$ cat src/rtl/mac_stream_unit.sv
`timescale 1ns/1ps
// -----------------------------------------------------------------------------
// mac_stream_unit
//
// Streaming multiply-accumulate. It accepts signed (a,b) operand pairs over a
// valid/ready handshake and accumulates their products until the pair flagged
// by in_last. The dot product, the number of pairs and a sticky overflow flag
// are then presented on an output valid/ready handshake. The pipeline has two
// stages: stage 1 registers the product and stage 2 accumulates it.
//
// Optional feature: define MAC_STREAM_SATURATE_EN to make the accumulator
// clamp on signed overflow. Without it the accumulator wraps. The overflow flag
// behaves the same way in both builds.
//
// Ports:
//   clk        rising-edge clock
//   reset      asynchronous, active-high; clears all state
//   in_valid   operand pair valid
//   in_ready   block can accept a pair this cycle
//   in_last    final pair of the current vector
//   a, b       signed operands, DATA_W bits
//   out_valid  result valid (held until out_ready)
//   out_ready  downstream accepts the result
//   y          signed accumulated result, ACC_W bits
//   count      pairs in the vector, saturating, CNT_W bits
//   overflow   sticky signed-overflow flag for the vector
// -----------------------------------------------------------------------------
module mac_stream_unit #(
   parameter int DATA_W = 8,
   parameter int ACC_W  = 32,
   parameter int CNT_W  = 16
) (
   input  logic              clk,
   input  logic              reset,
   input  logic              in_valid,
   output logic              in_ready,
   input  logic              in_last,
   input  logic [DATA_W-1:0] a,
   input  logic [DATA_W-1:0] b,
   output logic              out_valid,
   input  logic              out_ready,
   output logic [ACC_W-1:0]  y,
   output logic [CNT_W-1:0]  count,
   output logic              overflow
);

   localparam int PW = 2 * DATA_W;

   typedef enum logic [1:0] {IDLE, ACCUM, DRAIN, RESULT} state_t;

   state_t           state_q, state_d;
   logic [PW-1:0]    p_q, p_d;
   logic             p_valid_q, p_valid_d;
   logic             p_last_q, p_last_d;
   logic             p_first_q, p_first_d;
   logic [ACC_W-1:0] acc_q, acc_d;
   logic [CNT_W-1:0] cnt_q, cnt_d;
   logic             ovf_q, ovf_d;

   logic             accept;
   logic [PW-1:0]    a_ext, b_ext, prod;
   logic [ACC_W-1:0] p_ext, acc_base, sum;
   logic             signed_ovf;

   // Both operands are sign-extended to the product width, so the low PW bits
   // of a plain multiply are the exact signed product.
   assign a_ext = {{DATA_W{a[DATA_W-1]}}, a};
   assign b_ext = {{DATA_W{b[DATA_W-1]}}, b};
   assign prod  = a_ext * b_ext;

   generate
      if (ACC_W > PW) begin : g_ext
         assign p_ext = {{(ACC_W-PW){p_q[PW-1]}}, p_q};
      end else begin : g_noext
         assign p_ext = p_q;
      end
   endgenerate

   // The first beat of a vector starts from zero so no earlier result carries over.
   assign acc_base   = p_first_q ? '0 : acc_q;
   assign sum        = acc_base + p_ext;
   assign signed_ovf = (acc_base[ACC_W-1] == p_ext[ACC_W-1]) &&
                       (sum[ACC_W-1] != acc_base[ACC_W-1]);

   assign in_ready  = !reset && ((state_q == IDLE) || (state_q == ACCUM));
   assign accept    = in_valid && in_ready;
   assign out_valid = (state_q == RESULT);
   assign y         = acc_q;
   assign count     = cnt_q;
   assign overflow  = ovf_q;

   // Next-state logic
   always_comb begin
      state_d = state_q;
      case (state_q)
         IDLE, ACCUM: begin
            if (accept) state_d = in_last ? DRAIN : ACCUM;
         end
         DRAIN: begin
            // The last product commits to the accumulator on this edge.
            if (p_valid_q && p_last_q) state_d = RESULT;
         end
         RESULT: begin
            if (out_ready) state_d = IDLE;
         end
         default: state_d = IDLE;
      endcase
   end

   // Datapath next values
   always_comb begin
      p_valid_d = accept;
      p_d       = accept ? prod : p_q;
      p_last_d  = accept ? in_last : p_last_q;
      p_first_d = accept ? (state_q == IDLE) : p_first_q;
      acc_d     = acc_q;
      cnt_d     = cnt_q;
      ovf_d     = ovf_q;
      if (p_valid_q) begin
`ifdef MAC_STREAM_SATURATE_EN
         if (signed_ovf)
            acc_d = acc_base[ACC_W-1] ? {1'b1, {(ACC_W-1){1'b0}}}
                                      : {1'b0, {(ACC_W-1){1'b1}}};
         else
            acc_d = sum;
`else
         acc_d = sum;
`endif
         if (p_first_q)
            cnt_d = {{(CNT_W-1){1'b0}}, 1'b1};
         else if (cnt_q != {CNT_W{1'b1}})
            cnt_d = cnt_q + 1'b1;
         ovf_d = (p_first_q ? 1'b0 : ovf_q) | signed_ovf;
      end
   end

   always_ff @(posedge clk or posedge reset) begin
      if (reset) begin
         state_q   <= IDLE;
         p_q       <= '0;
         p_valid_q <= 1'b0;
         p_last_q  <= 1'b0;
         p_first_q <= 1'b0;
         acc_q     <= '0;
         cnt_q     <= '0;
         ovf_q     <= 1'b0;
      end else begin
         state_q   <= state_d;
         p_q       <= p_d;
         p_valid_q <= p_valid_d;
         p_last_q  <= p_last_d;
         p_first_q <= p_first_d;
         acc_q     <= acc_d;
         cnt_q     <= cnt_d;
         ovf_q     <= ovf_d;
      end
   end

endmodule
$ cat config.mk
export PLATFORM = sky130hd
export DESIGN_NAME = mac_stream_unit
export DESIGN_NICKNAME = d
export VERILOG_FILES = /design/src/rtl/mac_stream_unit.sv
export SDC_FILE = /design/constraint.sdc
export NUM_CORES = 1
export LEC_CHECK = 0
export ABC_AREA = 1
export BUFFER_PORTS_ARGS = -buffer_cell sky130_fd_sc_hd__buf_2
export CAP_MARGIN = 20
export CORE_MARGIN = 4
export CORE_UTILIZATION = 45
export CTS_BUF_LIST = sky130_fd_sc_hd__clkbuf_8
export DETAILED_ROUTE_END_ITERATION = 7
export GPL_ROUTABILITY_DRIVEN = 1
export PLACE_DENSITY_LB_ADDON = 0.1
export SETUP_SLACK_MARGIN = 0.5
export SYNTH_ARGS = -nofsm -noshare
export SYNTH_HDL_FRONTEND = slang
export SYNTH_SLANG_ARGS = --single-unit
$ cat constraint.sdc
create_clock -name clk -period 2.8 [get_ports clk]
set_clock_uncertainty 0.1 [all_clocks]
set_input_delay 0.7 -clock clk [delete_from_list [all_inputs] [get_ports clk]]
set_output_delay 0.7 -clock clk [all_outputs]
set_load 0.05 [all_outputs]
## Word-level counts from Yosys, hierarchy flattened

Index checks and enable logic that the tools add are counted.

| operators by class | value |
|---|---|
| add/sub/neg operators | 2 |
| multiply operators | 1 |
| equality and inequality tests | 9 |
| mux-type cells | 9 |
| bitwise operators | 1 |
| reductions and logical operators | 11 |

Operators by type and width:

| kind | number |
|---|---|
| adder 32 bit | 1 |
| 2-to-1 mux 16 bit | 2 |
| 2-to-1 mux 32 bit | 1 |
| adder 16 x 1 -> 16 bit, second input constant | 1 |
| multiplier 8 x 8 -> 16 bit | 1 |
| != test 16 bit, second input constant | 1 |
| 2-to-1 mux 2 bit | 4 |
| case mux 2 bit (3 select lines) | 1 |
| == test 2 bit, second input constant | 2 |
| logical AND 1 bit | 4 |
| != test 2 bit, second input constant | 2 |
| AND reduction 3 bit | 1 |
| == test 2 x 1 -> 1 bit, second input constant | 1 |
| zero test 2 bit | 1 |
| != test 2 x 1 -> 1 bit, second input constant | 1 |
| AND reduction 2 bit | 1 |
| nonzero test 2 bit | 1 |
| OR reduction 2 bit | 1 |
| == test 1 bit | 1 |
| zero test 1 bit | 1 |
| logical OR 1 bit | 1 |
| 2-to-1 mux 1 bit | 1 |
| != test 1 bit | 1 |
| OR 1 bit | 1 |

| storage, ports and cells | value |
|---|---|
| register bits after elaboration | 70 |
| logic and storage cells | 41 |

## Logic depth before layout (Yosys ltp)

| logic depth | value |
|---|---|
| depth after elaboration | 6 |
| mapped depth | 23 |
| depth with buffers taken out | 22 |

## Worst setup path before layout

Ideal clock, no wire load.

| timing | value |
|---|---|
| path kind | input to register |
| start | in b[2] |
| end | reg p_q[15] |
| setup time | 118 ps |
| arrival time | 4,450 ps |
| setup slack | -1,868 ps |
| cell stages on the path | 19 |
| cell sequence | clkbuf_1 -> nand2_1 -> inv_1 -> fa_1 -> inv_1 -> fa_1 -> inv_1 -> fa_1 -> inv_1 -> fa_1 -> inv_1 -> ha_1 -> nand2_1 -> nor2_1 -> and3_1 -> nor2_1 -> nand3_1 -> nand3_1 -> nand2_1 |

| between the ends | value |
|---|---|
| word-level cells in the longest chain between the ends | 1 |

RTL lines:

| what | line | text |
|---|---|---|
| start: declaration | 39 | `input logic [DATA_W-1:0] b,` |
| multiplier 8 x 8 -> 16 bit | 69 | `assign prod = a_ext * b_ext;` |
| end signal: assignment | 149 | `p_q <= p_d;` |
| end: declaration | 52 | `logic [PW-1:0] p_q, p_d;` |

Every way passes these cells.
A chain may end at the register's enable or synchronous reset.

## Worst setup path in the final report

| timing | value |
|---|---|
| start | in b[7] |
| end | reg p_q[13] |

Same word-level chain as after synthesis.

==> flow_metrics.tcl <==
set metrics [dict create \
    netlist_instances 1301 \
    fin_hold_ws_ns 0.339 \
    max_stage_delay_ns 0.56 \
    port_buffers 71 \
    crit_path_cell_trace "buf_8 > clkinvlp_4 > buf_4 > nor2_2 > fa_1 > fa_2 > fa_1 > inv_1 > fa_1 > inv_2 > ha_4 > nand2_1 > nor2_4 > nand2_2 > a21oi_2 > o21ai_1 > nand3_1 > nand2_1" \
    ff2ff_path_depth 14 \
    post-route-period-util_pct 147 \
    clk_latency_ns 0.38 \
    power.density_nw_per_um2 1220 \
    cts-root-buf "clkbuf_8" \
    grt_pass1_wl_mm 37.9 \
    antenna_cells 0 \
    violations "negative setup slack" \
    start_kind "input pin" \
    fmax_mhz 244 \
    dieArea_um2 20800 \
    clock_sinks 70 \
    yosysWarnings 0 \
    synth_cell_type_count 40 \
    coreArea_um2 18100 \
    htreeDepth 3 \
    grt_antenna_before_repair 0 \
    reg2reg_slack_ns 0.35 \
    synth-seq-cells 70 \
    cts.clk_slew.worst_paths_ns 0.08 \
    hold_buffers 0 \
    fin_area_um2 12300 \
    ir_drop_uv 896 \
    grt_pass1_vias 7944 \
    grt_max_degree 71 \
    dp_hpwl_mm 17.2 \
    clockBufferDepth 2 \
    maxSlewHeadroom_pct 67.9 \
    synth.area.top_cells "dfrtp_1, nand2_1, inv_1" \
    reg2reg_from "p_first_q" \
    synth_edf_count 0 \
    slew_violations 0 \
    hp-class "input pin to asynchronous set/reset pin" \
    grt_usage_pct 22.6 \
    crit_family "adder cells" \
    slowest_stage "fa_1" \
    crit_buf_inv 5 \
    post-place-ws_ns -1.70 \
    drive_gt1_share_pct 41.4 \
    vias 8739 \
    cp.arrival_ns 4.26 \
    endpoint_kind "flip-flop" \
    final-setup-viol-count 11 \
    pin_count 72 \
    rsz0062_at_grt "yes" \
    cts_tree "done" \
    die_x_um 144 \
    hold_viol_final 0 \
    timing.final.ws_setup_ns -1.30 \
    yosys_most_used_dff "dfrtp_1" \
    yosysSeqAreaShare_pct 21.0 \
    required_ns 2.96 \
    postRouteWirelength_mm 25.9 \
    yosysTopAreaCellShare_pct 21.0 \
    syn_nets 1439 \
    fin_crit_ns 4.10 \
    num_rows 49 \
    syn_area_um2 8350 \
    crit_type "input pin to flip-flop" \
    nets 1615 \
    start_util_pct 46.2 \
    leakage_nw 6.62 \
    drc_errors 0 \
    wl_per_cell_um 15.2 \
    cpMostUsedCell "fa_1" \
    reg2reg_to "y[10]" \
    cts_made_buffers 9 \
    fillCellCount 1444 \
    place.gp.congestion 0.927 \
    synthArstFlopShare_pct 100 \
    viasPerCell 5.11 \
    detail-route-antenna-nets 0 \
    cap_violations 0 \
    dpl-instance-area_um2 9590 \
    worstPathMaxFanout 7 \
    synth_area_per_cell_um2 6.42 \
    die_y_um 144 \
    power_mw 15.0 \
    outcome "finished, violations left" \
    grt_overflow 0 \
    fin_util_pct 67.9 \
    dr.pass1.iters 5 \
    area_delta_synth_final_pct 47.2 \
    worst_pin_slew_ns 0.482 \
    yosysTopAreaCell "dfrtp_1" \
    drt_iter0_drc 703 \
]
## metrics by stage
| step | std cells | setup TNS, ns |
|---|---|---|
| after floorplan | 1301 | -13.02 |
| after global placement | 1627 | -16.59 |
| after detailed placement | 1627 | -16.96 |
| after CTS | 1672 | -11.26 |
| after global routing | 1710 | -13.06 |
| final | 1710 | -11.59 |
## registers in the layout (all words and copies together), names as in the netlist
register and count:
overflow 1, y 32, state_q 2, p_first_q 1, p_q 16, p_valid_q 1, count 16, p_last_q 1
## kinds of logic (layout without fill, tap and decap cells)
kind of cell / Yosys count / count (layout) / synth area share [%]
adders and majority gates: 117 / 117 / 22.6
xor gates and xnor gates: 21 / 21 / 2.20
AOI/OAI and AO/OA: 96 / 96 / 6.50
and+or+nand+nor: 661 / 661 / 32.5
buffers and inverters: 336 / 516 / 15.2
DFF: 70 / 70 / 21.0
## how the worst max path moves through the flow
stage	start	end	cells after the start
2_1_floorplan	a[7]	p_q[15]	20
3_3_place_gp	b[7]	p_q[13]	18
3_5_place_dp	b[7]	p_q[13]	18
4_1_cts	b[7]	p_q[15]	17
5_1_grt	b[7]	p_q[14]	20
6_report	b[7]	p_q[13]	18
## layer usage
layer	GRT usage, %	part of all wire, %
met4	5.25	2.2
met1	32.9	45
met2	35.4	47
met3	3.87	6.1
met5	0	0
## timing repair
action / 4_1_cts / 5_1_grt
buffers inserted: 28 / 38
endpoints found under the hold margin: 0 / 0
pin swaps: 70 / 130
endpoints found under the setup margin: 34 / 39
gates cloned: 2 / 0
resized for setup: 213 / 298
## cells in the final DEF, fill, tap and decap left out, types with 8 or more instances in the layout
| cell | count |
|---|---|
| a21oi_1 | 12 |
| a21oi_2 | 12 |
| buf_2 | 57 |
| buf_4 | 93 |
| buf_6 | 40 |
| clkbuf_8 | 9 |
| dfrtp_1 | 67 |
| fa_1 | 47 |
| fa_2 | 9 |
| ha_1 | 14 |
| ha_4 | 45 |
| inv_1 | 250 |
| inv_2 | 43 |
| nand2_1 | 304 |
| nand2_2 | 93 |
| nand2_4 | 43 |
| nand3_1 | 41 |
| nand3_2 | 31 |
| nand4_1 | 8 |
| nor2_1 | 42 |
| nor2_2 | 28 |
| nor2_4 | 34 |
| o21ai_0 | 22 |
| o21ai_1 | 12 |
| o21ai_2 | 9 |
| xor2_1 | 9 |
## tightest hold or removal path, delay by kind of cell
family | cells | cell delay [ns]
buffers and inverters | 3 | 0.53
## where the power goes
group | switching, mW | internal, mW | leakage, nW
Sequential | 0.404 | 1.39 | 0.891
Combinational | 7.13 | 5.16 | 5.62
Clock | 0.437 | 0.497 | 0.109
Total | 7.97 | 7.05 | 6.62
## synthesized netlist by cell type, drive strengths merged, types with 2 or more instances
cell type / count
dfrtp: 70
and2: 6
nor3: 10
inv: 303
xnor2: 12
o22ai: 4
xor2: 9
nand4: 8
o21bai: 5
a21o: 4
nor2: 104
nand3b: 5
a21oi: 30
buf: 2
a31oi: 5
or2: 7
nand2: 441
nand3: 78
ha: 61
fa: 56
o21ai: 44
clkbuf: 30
## final cells by class
cell class / instances / area (um^2) / area share [%]
clock buffer: 9 / 124 / 1.01
clock inverter: 6 / 87.6 / 0.713
inverter: 304 / 1170 / 9.53
multi-input combinational: 895 / 7280 / 59.3
sequential: 70 / 1760 / 14.3
tap: 229 / 287 / 2.33
timing repair buffer: 197 / 1580 / 12.9
Note: power is estimated with default switching activity, not from simulation.
